File: src/rtl/keypad_lock_ctrl.sv
// Parametrised keypad lock controller: digit-by-digit code check, programmable
// code register, failed-attempt lockout and auto-relock timers.
// Ports: clk/reset (async, active-high); keypad strobes digit_valid_i/digit_i,
// enter_i, cancel_i; relock_i, prog_req_i; registered status outputs locked_o,
// unlocked_o, lockout_o, fail_cnt_o, prog_done_o.
module keypad_lock_ctrl #(
  parameter int DIGIT_W     = 4,
  parameter int CODE_LEN    = 4,
  parameter int MAX_FAIL    = 3,
  parameter int LOCKOUT_CYC = 1024,
  parameter int RELOCK_CYC  = 4096,
  parameter logic [CODE_LEN*DIGIT_W-1:0] DEFAULT_CODE = 16'h1234
) (
  input  logic                          clk,
  input  logic                          reset,
  input  logic                          digit_valid_i,
  input  logic [DIGIT_W-1:0]            digit_i,
  input  logic                          enter_i,
  input  logic                          cancel_i,
  input  logic                          relock_i,
  input  logic                          prog_req_i,
  output logic                          locked_o,
  output logic                          unlocked_o,
  output logic                          lockout_o,
  output logic [$clog2(MAX_FAIL+1)-1:0] fail_cnt_o,
  output logic                          prog_done_o
);

  localparam int CODE_W  = CODE_LEN * DIGIT_W;
  localparam int DC_W    = $clog2(CODE_LEN + 2);
  localparam int FC_W    = $clog2(MAX_FAIL + 1);
  localparam int TMR_MAX = (LOCKOUT_CYC > RELOCK_CYC) ? LOCKOUT_CYC : RELOCK_CYC;
  localparam int TMR_W   = $clog2(TMR_MAX);

  typedef enum logic [2:0] {
    S_IDLE,
    S_ENTRY,
    S_OPEN,
    S_PROG,
    S_LOCKOUT
  } state_t;

  state_t              state_q, state_d;
  logic [CODE_W-1:0]   code_q, code_d;
  logic [CODE_W-1:0]   shadow_q, shadow_d;
  logic [DC_W-1:0]     dcnt_q, dcnt_d;
  logic                mism_q, mism_d;
  logic [TMR_W-1:0]    tmr_q, tmr_d;
  logic [FC_W-1:0]     fail_q, fail_d;
  logic                prog_done_d;
  logic                locked_q, unlocked_q, lockout_q, prog_done_q;

  logic [DIGIT_W-1:0]  exp_digit;
  logic                dig_bad;
  logic [DC_W-1:0]     dcnt_inc;
  logic                entry_ok;
  logic                fail_last;

  // Expected digit at the current position, MS digit first. Positions at or
  // beyond CODE_LEN have no expected digit and always count as a mismatch.
  always_comb begin
    exp_digit = '0;
    for (int i = 0; i < CODE_LEN; i++) begin
      if (dcnt_q == DC_W'(i)) begin
        exp_digit = code_q[(CODE_LEN-1-i)*DIGIT_W +: DIGIT_W];
      end
    end
  end

  assign dig_bad   = (dcnt_q >= DC_W'(CODE_LEN)) || (digit_i != exp_digit);
  // Saturate at CODE_LEN+1: enough to tell "too long" from "exact".
  assign dcnt_inc  = (dcnt_q == DC_W'(CODE_LEN + 1)) ? dcnt_q : dcnt_q + DC_W'(1);
  assign entry_ok  = (dcnt_q == DC_W'(CODE_LEN)) && !mism_q;
  assign fail_last = (32'(fail_q) + 32'd1 >= 32'(MAX_FAIL));

  always_comb begin
    state_d     = state_q;
    code_d      = code_q;
    shadow_d    = shadow_q;
    dcnt_d      = dcnt_q;
    mism_d      = mism_q;
    tmr_d       = tmr_q;
    fail_d      = fail_q;
    prog_done_d = 1'b0;

    case (state_q)
      S_IDLE: begin
        // A digit arriving with enter/cancel is dropped by strobe priority.
        if (digit_valid_i && !enter_i && !cancel_i) begin
          state_d = S_ENTRY;
          dcnt_d  = dcnt_inc;
          mism_d  = mism_q | dig_bad;
        end
      end

      S_ENTRY: begin
        if (cancel_i) begin
          state_d = S_IDLE;
          dcnt_d  = '0;
          mism_d  = 1'b0;
        end else if (enter_i) begin
          dcnt_d = '0;
          mism_d = 1'b0;
          if (entry_ok) begin
            state_d = S_OPEN;
            fail_d  = '0;
          end else if (fail_last) begin
            state_d = S_LOCKOUT;
            fail_d  = FC_W'(MAX_FAIL);
          end else begin
            state_d = S_IDLE;
            fail_d  = fail_q + FC_W'(1);
          end
        end else if (digit_valid_i) begin
          dcnt_d = dcnt_inc;
          mism_d = mism_q | dig_bad;
        end
      end

      S_OPEN: begin
        if (relock_i || (tmr_q == TMR_W'(RELOCK_CYC - 1))) begin
          state_d = S_IDLE;
          tmr_d   = '0;
        end else if (prog_req_i) begin
          state_d  = S_PROG;
          tmr_d    = '0;
          dcnt_d   = '0;
          shadow_d = '0;
        end else begin
          tmr_d = tmr_q + TMR_W'(1);
        end
      end

      S_PROG: begin
        // Relock timer stays frozen here; it restarts from 0 back in OPEN.
        if (cancel_i || enter_i) begin
          if (!cancel_i && (dcnt_q == DC_W'(CODE_LEN))) begin
            code_d      = shadow_q;
            prog_done_d = 1'b1;
          end
          state_d = S_OPEN;
          dcnt_d  = '0;
          tmr_d   = '0;
        end else if (digit_valid_i) begin
          shadow_d = (shadow_q << DIGIT_W) | CODE_W'(digit_i);
          dcnt_d   = dcnt_inc;
        end
      end

      S_LOCKOUT: begin
        if (tmr_q == TMR_W'(LOCKOUT_CYC - 1)) begin
          state_d = S_IDLE;
          tmr_d   = '0;
          fail_d  = '0;
        end else begin
          tmr_d = tmr_q + TMR_W'(1);
        end
      end

      default: begin
        state_d = S_IDLE;
        dcnt_d  = '0;
        mism_d  = 1'b0;
        tmr_d   = '0;
      end
    endcase
  end

  // Outputs are decoded from the next state so they line up with it.
  always_ff @(posedge clk or posedge reset) begin
    if (reset) begin
      state_q     <= S_IDLE;
      code_q      <= DEFAULT_CODE;
      shadow_q    <= '0;
      dcnt_q      <= '0;
      mism_q      <= 1'b0;
      tmr_q       <= '0;
      fail_q      <= '0;
      locked_q    <= 1'b1;
      unlocked_q  <= 1'b0;
      lockout_q   <= 1'b0;
      prog_done_q <= 1'b0;
    end else begin
      state_q     <= state_d;
      code_q      <= code_d;
      shadow_q    <= shadow_d;
      dcnt_q      <= dcnt_d;
      mism_q      <= mism_d;
      tmr_q       <= tmr_d;
      fail_q      <= fail_d;
      locked_q    <= !((state_d == S_OPEN) || (state_d == S_PROG));
      unlocked_q  <= (state_d == S_OPEN) || (state_d == S_PROG);
      lockout_q   <= (state_d == S_LOCKOUT);
      prog_done_q <= prog_done_d;
    end
  end

  assign locked_o    = locked_q;
  assign unlocked_o  = unlocked_q;
  assign lockout_o   = lockout_q;
  assign fail_cnt_o  = fail_q;
  assign prog_done_o = prog_done_q;

endmodule

File: config.mk
export PLATFORM = sky130hd
export DESIGN_NAME = keypad_lock_ctrl
export DESIGN_NICKNAME = d
export VERILOG_FILES = /design/src/rtl/keypad_lock_ctrl.sv
export SDC_FILE = /design/constraint.sdc
export NUM_CORES = 1
export LEC_CHECK = 0
export ABC_CLOCK_PERIOD_IN_PS = 5000
export CAP_MARGIN = 40
export CORE_MARGIN = 2
export CORE_UTILIZATION = 55
export DETAILED_ROUTE_END_ITERATION = 8
export GPL_TIMING_DRIVEN = 0
export PLACE_DENSITY = 0.77
export SYNTH_ARGS = -nofsm -noshare
export SYNTH_HDL_FRONTEND = slang
export SYNTH_SLANG_ARGS = --single-unit
File: constraint.sdc
create_clock -name clk -period 5 [get_ports clk]
set_input_delay 0.5 -clock clk [delete_from_list [all_inputs] [get_ports clk]]
set_output_delay 0.5 -clock clk [all_outputs]
set_load 0.05 [all_outputs]
After elaboration in Yosys (flattened, before gate mapping)

Index checks and enable logic that the tools add are counted.

Reduce and logical (&&, ||, !) cells: 24
Bitwise gates (word level): 5
Add/sub/neg operators: 4
$lt $le $gt $ge: 2
Multiplexer cells: 47
Equal/unequal tests: 25

Operators with widths:

| cell                                                              | number |
|---|---|
| 16-bit two-way mux                                                | 4 |
| 3-bit two-way mux                                                 | 17 |
| 12-bit two-way mux                                                | 4 |
| 12-bit case mux with 4 select lines                               | 1 |
| 16-bit case mux with 2 select lines                               | 1 |
| 3-bit case mux with 5 select lines                                | 2 |
| 3-bit by 2-bit == test with 1-bit output, second input constant   | 6 |
| 2-bit != test, second input constant                              | 9 |
| 4-bit two-way mux                                                 | 4 |
| 16-bit by 4-bit bitwise OR with 16-bit output                     | 1 |
| 12-bit by 1-bit adder with 12-bit output, second input constant   | 1 |
| 12-bit by 10-bit == test with 1-bit output, second input constant | 1 |
| 12-bit == test, second input constant                             | 1 |
| 3-bit == test, second input constant                              | 4 |
| 2-bit two-way mux                                                 | 5 |
| 4-bit AND reduction                                               | 2 |
| 1-bit two-way mux                                                 | 7 |
| 3-bit by 1-bit == test with 1-bit output, second input constant   | 2 |
| 3-bit zero test                                                   | 2 |
| 3-bit AND reduction                                               | 2 |
| 5-bit AND reduction                                               | 1 |
| 1-bit logical AND                                                 | 4 |
| 1-bit zero test                                                   | 4 |
| 1-bit logical OR                                                  | 4 |
| other kinds (15)                                                  | 18 |

Output and inout bits: 6
Register bits after elaboration: 57

Depth between registers and ports, before layout

Depth after elaboration: 12
Mapped depth: 8

Least setup slack after synthesis

OpenSTA, ideal clock, no wires.

Path type: reg-to-reg
From: reg tmr_q[0]
To: reg shadow_q[0]
Cell stages (with the launch flop): 8
Arrival time: 1.788 ns
Period minus slack after synthesis: 1.909 ns
Library setup time: 0.121 ns
Path buffers: 1
Slack: 3.091 ns
Required time: 4.879 ns
Path through: dfrtp_1 > ha_1 > and4_1 > a41oi_2 > nand3b_1 > a21o_1 > buf_6 > a22o_1

Cells in the longest elaborated chain, start to end: 4

Ends and longest elaborated chain:

| what                          | RTL line | text |
|---|---|---|
| start: declaration            | 48       | `logic [TMR_W-1:0] tmr_q, tmr_d;` |
| start signal: assignment      | 189      | `tmr_q <= tmr_d;` |
| 12-bit == test                | 121      | `if (relock_i \|\| (tmr_q == TMR_W'(RELOCK_CYC - 1))) begin` |
| 1-bit logical OR              | 121      |  |
| 2-bit != test (no line)       | -        |  |
| 5-bit AND reduction (no line) | -        |  |
| end signal: assignment        | 186      | `shadow_q <= shadow_d;` |
| end: declaration              | 45       | `logic [CODE_W-1:0] shadow_q, shadow_d;` |

Every way passes these cells.
A chain may end at the register's enable or synchronous reset.

Worst setup path in the final report

From: reg tmr_q[0]
To: reg shadow_q[1]

Same word-level chain as after synthesis.

==> reports/results.ini <==
[yosys]
ys.warnings.count = 0
synth.top_cells.by_area = dfrtp_1 (44%), dfstp_2 (5.4%), a22o_1 (5.1%)
synth.net_count = 295
post_synth_instance_area_um2 = 2930
yosys.area.top_type_share = 0.436
ys.flop_type = dfrtp_1
synth_area_per_cell_um2 = 10.5
synthDominantAreaCellType = dfrtp_1
ys_async_sr_fraction = 1.00
count_of_different_cell_masters_after_synthesis = 58
synth_enable_flop_cells = 0
ys_seq_elements = 57
syn_inst = 278
synth.yosys.seq_area_share = 0.490

[final_layout]
fillerInstances = 432
antennaDiodeCount = 0
design_area_um2 = 3360
final_layout_size_suffix_gt1_frac = 0.177
area_growth_pct = 14.8
nets = 323

[cts]
cts_bufs_inserted = 9
holdBufCountCts = 0
clk-insertion-delay-late_ns = 0.33
tritoncts = built
cts_resized = 0
ctsHtreeMaxLevel = 3
cts-root-to-sink-buffers = 2
setup_repair_bufs_after_cts = 0
clk_pin_slew_worst_paths_ns = 0.07
clock-root-buffer = clkbuf_8
cts.sink_count = 57

[timing]
fin_crit_ns = 2.20
worst_hold_slack_ns = 0.469
report.final.hold_viol_count = 0
setup_total_negative_slack_ns = 0
maxSlewViolCount = 0
setup_repair_after_global_routing_missed_its_margin = no
finClkSkew_ns = 0.0122
maxSlewHeadroom = 0.591
layout_worst_path_cycle_share = 0.441
clock.fmax_mhz = 454
worst_pin_slew_ns = 0.611
final-setup-viol-count = 0

[setup_path]
crit_path_max_fanout = 10
worstPathRequired_ns = 5.21
end_kind = flip-flop
critical_path_class = flip-flop to flip-flop
worstSetupStartpointType = flip-flop
crit_arrival_ns = 2.41

[route]
route.final.wire_length_mm = 5.92
via_per_inst = 5.74
routed_wire_length_per_instance_um = 15.5
first_pass_iters = 4
drt.antenna.violating_nets = 0
detailedRoute.firstIterationViolations = 161
drc = 0
vias = 2186

[run]
maxCapViolations = 0

[floorplanning]
coreArea_um2 = 5110
die_height_um = 76.9
boundaryPins = 17
dieArea_um2 = 5920
dieWidth_um = 76.9
rows = 26
start_util = 0.573

[grt]
final_global_route_overflow_total = 0
antenna_found_initial = 0
total_global_routing_track_utilization = 0.214
grt_max_degree = 41
grt_pass1_vias = 2125
grt_first_pass_wirelength_mm = 10.1

[placement]
dp_hpwl_mm = 4.12
finalWeightedCongestion = 0.804
dpl_cell_area_um2 = 3190
numPortBuffers = 16

[status]
run_status = finished clean

[min_path]
hold_path.class = primary input to async pin

[pwr]
pwr_density_cell_nw_per_um2 = 374
power_leakage_nw = 1.49
worst_ir_drop_vdd_uv = 188

==> cells in the mapped netlist, types with 5 or more instances <==
library cell and count:
dfrtp_1 51, nand2_1 26, a22o_1 17, o21ai_0 17, a21oi_1 15, inv_1 12, nor2_1 11, mux2_2 10
o21ai_1 8, clkbuf_1 6, dfstp_2 6, ha_1 6, nand2b_1 6, nand3_1 6, nor3_1 6, buf_2 5
==> worst max-delay path, stage by stage, from the launching register on <==
cell	delay [ns]
dfrtp_1	0.42
ha_1	0.28
and4_1	0.27
a41oi_2	0.29
nand3b_1	0.12
a21o_1	0.30
buf_6	0.19
a22o_1	0.23
==> per-stage QoR <==
stage	total power [W]	util	worst slack, ns	cells
2_1_floorplan	0.000807	-	3.09	278
3_3_place_gp	0.000884	0.622	2.15	364
3_5_place_dp	0.000899	0.625	2.58	365
4_1_cts	0.00127	0.658	2.79	381
5_1_grt	0.00134	0.658	2.69	381
6_report	0.00126	0.658	2.80	381
==> sequential cells by signal (all words and copies together) (netlist names) <==
register,cells
prog_done_o,1
code_q,16
fail_cnt_o,2
mism_q,1
tmr_q,12
shadow_q,16
lockout_o,1
state_q,3
unlocked_o,1
locked_o,1
dcnt_q,3
==> cell type report <==
type                       count  area, um^2  area share
multi-input combinational    195        1370       0.408
sequential                    57        1430       0.427
buffer                        14        77.6      0.0231
clock inverter                 4        20.0     0.00596
tap                           70        87.6      0.0261
clock buffer                  12         145      0.0432
timing repair buffer          17         180      0.0536
inverter                      12        45.0      0.0134
==> placed cells by master, fill, tap and decap left out, types with 5 or more instances in the layout <==
cell	instances
clkdlybuf4s50_1	16
a22o_1	17
mux2_2	10
nand3_1	6
o21ai_1	8
nand2_1	26
a21oi_1	15
dfrtp_1	51
o21ai_0	17
buf_2	5
dfstp_2	6
ha_1	6
clkbuf_8	10
nand2b_1	6
nor3_1	6
inv_1	11
clkbuf_1	8
nor2_1	11
==> final timing paths <==
path	start	to	slack [ns]	cells past startpoint
worst max-delay path	tmr_q[0]	shadow_q[1]	2.80	7
worst min-delay path	reset	tmr_q[8]	0.47	2
worst max register to register	tmr_q[0]	shadow_q[1]	2.80	7
worst min register to register	code_q[15]	code_q[15]	0.49	1
max in group asynchronous	reset	code_q[5]	3.92	3
min in group clk	code_q[15]	code_q[15]	0.49	1
==> per-layer routing <==
metal | part of all wire | track usage | vias up
li1 | - | - | 1075
met1 | 0.48 | 0.268 | 1068
met2 | 0.49 | 0.369 | 36
met3 | 0.025 | 0.0329 | 7
met4 | 0.010 | 0.0891 | 0
met5 | 0 | 0 | -
==> power by group <==
group          internal, W  leakage, nW  switching, W  total, W
registers         0.000509        0.748     0.0000553  0.000565
clock network     0.000190       0.0899      0.000174  0.000364
logic             0.000136        0.656      0.000193  0.000328
total             0.000835         1.49      0.000422   0.00126
==> logic make-up after synthesis <==
logic type / share of synthesized area
compound gates: 0.210
xor+xnor: 0.0150
fa+ha+maj: 0.0257
buf+inv: 0.0419
flops: 0.490
mux: 0.0641
simple gates: 0.153
Note: power is estimated with default switching activity, not from simulation.
